==> src/rtl/rv_pkg.sv <==
// Shared RV32I definitions: default widths and common register/word types.
package rv_pkg;

    localparam int XLEN_DEF  = 32;
    localparam int NREGS_DEF = 32;

    typedef logic [4:0]          reg_idx_t;
    typedef logic [XLEN_DEF-1:0] xword_t;

endpackage : rv_pkg

==> src/rtl/reg_scoreboard.sv <==
// Pending-write scoreboard: one bit per architectural register, set at issue,
// cleared at writeback, wiped by a pipeline flush. Bit 0 (x0) is never pending.
module reg_scoreboard
    import rv_pkg::*;
#(
    parameter int NREGS = NREGS_DEF
) (
    input  logic                     clk,
    input  logic                     rst_n,
    input  logic                     issue_valid,
    input  logic [$clog2(NREGS)-1:0] issue_rd,
    input  logic                     wb_valid,
    input  logic [$clog2(NREGS)-1:0] wb_rd,
    input  logic                     flush,
    output logic [NREGS-1:0]         busy_vec
);

    localparam int AW = $clog2(NREGS);

    logic [NREGS-1:0] r_pend;
    logic [NREGS-1:0] w_pend_nxt;

    // Next pending state: flush beats issue, issue beats writeback (WAW keeps the newer producer pending).
    always_comb begin
        w_pend_nxt = r_pend;
        for (int r = 1; r < NREGS; r++) begin
            if (flush) begin
                w_pend_nxt[r] = 1'b0;
            end else if (issue_valid && (issue_rd == AW'(r))) begin
                w_pend_nxt[r] = 1'b1;
            end else if (wb_valid && (wb_rd == AW'(r))) begin
                w_pend_nxt[r] = 1'b0;
            end
        end
        w_pend_nxt[0] = 1'b0;
    end

    // Pending-bit register, cleared asynchronously by reset.
    always_ff @(posedge clk or negedge rst_n) begin
        if (!rst_n) begin
            r_pend <= '0;
        end else begin
            r_pend <= w_pend_nxt;
        end
    end

    assign busy_vec = r_pend;

endmodule : reg_scoreboard

==> src/rtl/regfile_scoreboard.sv <==
// Integer register file with NUM_RD combinational read ports, one write port,
// optional writeback-to-read bypass, x0 hardwired to zero, and a per-register
// pending scoreboard that decode uses to stall on in-flight producers.
module regfile_scoreboard
    import rv_pkg::*;
#(
    parameter int XLEN   = XLEN_DEF,
    parameter int NREGS  = NREGS_DEF,
    parameter int NUM_RD = 2,
    parameter bit BYPASS = 1'b1
) (
    input  logic                            clk,
    input  logic                            rst_n,
    input  logic [NUM_RD*$clog2(NREGS)-1:0] rs_addr,
    output logic [NUM_RD*XLEN-1:0]          rs_data,
    output logic [NUM_RD-1:0]               rs_busy,
    input  logic                            issue_valid,
    input  logic [$clog2(NREGS)-1:0]        issue_rd,
    input  logic                            wb_valid,
    input  logic [$clog2(NREGS)-1:0]        wb_rd,
    input  logic [XLEN-1:0]                 wb_data,
    input  logic                            flush,
    output logic [NREGS-1:0]                busy_vec
);

    localparam int AW = $clog2(NREGS);

    logic [XLEN-1:0]  r_regs [NREGS];
    logic [NREGS-1:0] w_busy_vec;

    reg_scoreboard #(
        .NREGS (NREGS)
    ) u_scoreboard (
        .clk         (clk),
        .rst_n       (rst_n),
        .issue_valid (issue_valid),
        .issue_rd    (issue_rd),
        .wb_valid    (wb_valid),
        .wb_rd       (wb_rd),
        .flush       (flush),
        .busy_vec    (w_busy_vec)
    );

    assign busy_vec = w_busy_vec;

    // Register array: async clear, writes to x0 are discarded (flush does not block writes).
    always_ff @(posedge clk or negedge rst_n) begin
        if (!rst_n) begin
            for (int r = 0; r < NREGS; r++) begin
                r_regs[r] <= '0;
            end
        end else if (wb_valid && (wb_rd != '0)) begin
            r_regs[wb_rd] <= wb_data;
        end
    end

    // Per-port read mux and busy lookup; a matching same-cycle writeback both
    // forwards its data and satisfies the dependency when bypass is enabled.
    // Reads are forced to zero while reset is held so a bypassed writeback
    // cannot leak through.
    for (genvar g = 0; g < NUM_RD; g++) begin : g_rd
        logic [AW-1:0] w_addr;
        logic          w_zero;
        logic          w_hit;

        assign w_addr = rs_addr[g*AW +: AW];
        assign w_zero = (w_addr == '0);
        assign w_hit  = BYPASS && wb_valid && (wb_rd == w_addr);

        assign rs_data[g*XLEN +: XLEN] = (!rst_n || w_zero) ? '0 :
                                         w_hit              ? wb_data :
                                                              r_regs[w_addr];
        assign rs_busy[g] = !w_zero && !w_hit && w_busy_vec[w_addr];
    end

endmodule : regfile_scoreboard

==> config.mk <==
export PLATFORM = sky130hd
export DESIGN_NAME = regfile_scoreboard
export DESIGN_NICKNAME = d
export VERILOG_FILES = /design/src/rtl/rv_pkg.sv /design/src/rtl/reg_scoreboard.sv /design/src/rtl/regfile_scoreboard.sv
export SDC_FILE = /design/constraint.sdc
export NUM_CORES = 2
export LEC_CHECK = 0
export ABC_AREA = 0
export CAP_MARGIN = 5
export CORE_MARGIN = 2
export CORE_UTILIZATION = 60
export DETAILED_ROUTE_END_ITERATION = 12
export HOLD_SLACK_MARGIN = 0.1
export PLACE_DENSITY = 0.77
export SYNTH_ARGS = -nofsm -noshare
export SYNTH_HDL_FRONTEND = slang
export SYNTH_SLANG_ARGS = --single-unit
==> constraint.sdc <==
create_clock -name clk -period 3.44 [get_ports clk]
set_input_delay 0.516 -clock clk [delete_from_list [all_inputs] [get_ports clk]]
set_output_delay 0.516 -clock clk [all_outputs]
set_load 0.005 [all_outputs]
==> flow_summary_export.csv <==
group,metric,value,unit
status,status,"finished with violations",
status,violations,"negative setup slack",
synthesis,syn-num-nets,3912,
worst_setup_path,cp_slowest_stage_delay,0.57,ns
power,power_density,556,nW/um^2
floorplan,die_area,97300,sq um
placed_design,dp_hpwl,109000,um
worst_setup_path,required,2.92,ns
global_route,grt-ovfl-total,0,
global_route,grt_pass1_wl,268000,um
synthesis,syn_avg_cell_area,14.8,sq um
floorplan,initial_core_util,60.7,%
timing,final_hold_viol_count,0,
synthesis,ys_seq_elements,1055,
placed_design,gp_congestion,0.881,
timing,rsz0062_at_grt,"yes",
routing,routed_wl,182000,um
global_route,grt_antenna_before_repair,2,
run,drv_cap,0,
min_path,hold_path_class,"in -> async",
floorplan,io_pins,155,
synthesis,synthFlopType,"dfrtp_1",
global_route,grt_max_degree,181,
synthesis,yosysWarnings,0,
timing,min_period,3.52,ns
finish,nets,4064,
clock_network,cts_tree,"built",
global_route,grt_pass1_vias,39800,
clock_network,cts-root-buf,"clkbuf_16",
worst_setup_path,cp_max_fo,8,
timing,slew_headroom,23.3,%
synthesis,synth_edf_count,0,
power,p_int,26.8,mW
routing,vias,38900,
routing,avgRoutedWirePerCell,33.9,um
power,p_total,36.9,mW
clock_network,cts_max_level,3,
routing,firstDrtPassIters,5,
clock_network,clock_sinks,1055,
synthesis,yosysTopAreaCell,"dfrtp_1",
synthesis,ys_types,55,
finish,final_cells,5356,
finish,syn_to_final_growth,16.6,%
power,clock_power_share,34.3,%
timing,skew,0,ns
placed_design,pre_cts_ws,-0.473,ns
clock_network,cts_buffers,112,
timing,tightest_slew,1.15,ns
worst_setup_path,critical_path.endpoint_type,"output port",
timing,setup_ws,-0.0786,ns
routing,via_per_inst,7.26,
clock_network,clockBufferDepth,3,
global_route,grtUsageTotal,37.4,%
timing,period_share,102,%
floorplan,die_w,312,um
power,p_seq_share,44.7,%
timing,max_freq,284,MHz
synthesis,syn_inst,3855,
timing,drv_slew,0,
synthesis,yosysSeqAreaShare,46.4,%
routing,initialDrtViolationCount,4835,
finish,fin_util,70.8,%
floorplan,std_cell_rows,112,
worst_setup_path,rr_worst_depth,2,
synthesis,synth_area,56900,sq um
synthesis,synth_area_leaders,"dfrtp_1 (46%), mux4_2 (21%), mux2_2 (17%)",
routing,ant_nets,0,
worst_setup_path,worst_setup_path_start_kind,"input port",
worst_setup_path,cp_cell_sequence,"buf_8 -> buf_4 -> buf_12 -> buf_4 -> mux4_2 -> mux4_2 -> a22oi_1 -> nand2_1 -> clkdlybuf4s50_1",
routing,drc,0,
timing,setup_viol,11,
clock_network,clk_latency,0.72,ns
floorplan,fp.dieH,312,um
placed_design,io_buffer_count,153,
power,p_comb_share,21.0,%
finish,layout-drive-gt1-share,48.4,%
clock_network,clk_pin_slew,0.06,ns
worst_setup_path,cpMaxStageDelayCell,"mux4_2",
floorplan,core_area,93600,sq um
worst_setup_path,critPathKind,"in -> out",
power,p_sw_share,27.3,%
worst_setup_path,arrival,3.00,ns
power,power_leakage,29.1,nW
placed_design,placedCellCount,5124,
synthesis,synth_top_area_share,46.4,%
power,power_switching,10.1,mW
power,max-vdd-ir-drop,0.000405,V
synthesis,async_flop_share,100,%
## area by class of cell
| class | count | area (sq um) |
|---|---|---|
| Fill cell | 6074 | 27300 |
| Clock inverter | 40 | 414 |
| Sequential cell | 1055 | 26400 |
| Clock buffer | 167 | 3420 |
| Antenna cell | 2 | 5.00 |
| Timing Repair Buffer | 477 | 5640 |
| Multi-Input combinational cell | 2358 | 28800 |
| Tap cell | 1254 | 1570 |
| Inverter | 3 | 11.3 |
## registers in the layout, summed over array words and instances, names as in the netlist
signal,flops
r_regs,1024
u_scoreboard.busy_vec,31
## worst max-delay path, delay by kind of cell
family,cells,cell delay [ns]
simple gates,1,0.08
compound gates,1,0.19
buf+inv,5,1.10
mux,2,1.09
## layer usage
layer / part of all wire [%] / vias to the layer above / GRT usage [%]
met2: 47 / 2489 / 57.0
met3: 11 / 511 / 9.24
met4: 4.9 / 4 / 17.3
met1: 38 / 20700 / 51.3
met5: 0.023 / - / 0
li1: - / 15200 / -
## cell families after synthesis
family	count (synthesis)	synth area share (%)
simple gates	309	2.41
mux	1709	43.7
flops	1055	46.4
xor+xnor	10	0.154
compound gates	329	3.69
other cells	1	0.00659
buf+inv	442	3.61
## cell usage in the layout (no fill, tap or decap), types with 7 or more instances in the layout
cell	netlist	routed
mux4_2	518	518
xor2_1	8	8
mux2i_1	179	178
dfrtp_1	1055	1055
o21ai_1	15	16
nor3_1	28	27
dlymetal6s2s_1	0	10
clkbuf_16	0	119
buf_12	0	94
nand3_1	26	25
mux2_1	144	144
nor2_1	66	48
buf_8	0	7
o22ai_1	17	17
clkbuf_1	264	17
dlygate4sd2_1	0	7
clkdlybuf4s50_1	0	126
a221oi_1	34	32
mux2_2	868	868
a31oi_1	11	10
buf_4	19	195
clkbuf_8	0	35
buf_16	0	10
nor2_4	0	17
nand2_4	0	12
buf_6	31	17
a22oi_2	0	19
o21ai_0	58	56
bufinv_16	0	8
a22oi_1	72	53
a21oi_1	93	91
nand2_1	144	128
clkinv_2	0	28
## power groups by stage
| stage | Sequential (mW) | Combinational, mW | Clock [mW] |
|---|---|---|---|
| 2_1_floorplan | 15.9 | 5.49 | 0 |
| 3_3_place_gp | 16.4 | 7.30 | 0 |
| 3_5_place_dp | 16.6 | 7.51 | 0 |
| 4_1_cts | 16.4 | 7.65 | 12.7 |
| 5_1_grt | 16.7 | 8.20 | 13.2 |
| 6_report | 16.5 | 7.75 | 12.6 |
## Yosys cell counts, types with 28 or more instances
cell,count
a21oi_1,93
nand2_1,144
dfrtp_1,1055
mux2i_1,179
nor3_1,28
nor2_1,66
mux2_1,144
clkbuf_1,264
buf_6,31
o21ai_0,58
a221oi_1,34
buf_2,70
buf_1,55
mux4_2,518
mux2_2,868
a22oi_1,72
## worst paths after layout
kind	startpoint	to	slack, ns
max	rs_addr[0]	rs_data[12]	-0.08
min	rst_n	r_regs[108]$_DFFE_PN0P_	0.16
max reg2reg	u_scoreboard.busy_vec[14]$_DFFE_PN0P_	u_scoreboard.busy_vec[14]$_DFFE_PN0P_	2.55
min reg2reg	r_regs[1020]$_DFFE_PN0P_	r_regs[1020]$_DFFE_PN0P_	0.40
max in group asynchronous	rst_n	r_regs[110]$_DFFE_PN0P_	1.54
min in group clk	r_regs[1020]$_DFFE_PN0P_	r_regs[1020]$_DFFE_PN0P_	0.40
## per-stage QoR
| stage | hold slack [ns] | cell area (sq um) | setup TNS [ns] |
|---|---|---|---|
| after floorplan | 0.220 | 56900 | 0 |
| after global placement | 0.376 | 61700 | -31.86 |
| after detailed placement | 0.382 | 61700 | -19.37 |
| after CTS | 0.205 | 66000 | -1.28 |
| after global routing | 0.254 | 66300 | -1.54 |
| final | 0.156 | 66300 | -0.389 |
## timing repair
item,4_1_cts,5_1_grt
endpoints found under the hold margin,84,0
resized for setup,41,48
hold buffers,2,0
setup buffers,9,3
cloned,6,3
pin swaps,7,7
endpoints found under the setup margin,53,54
Power figures use the tool's default switching activity.
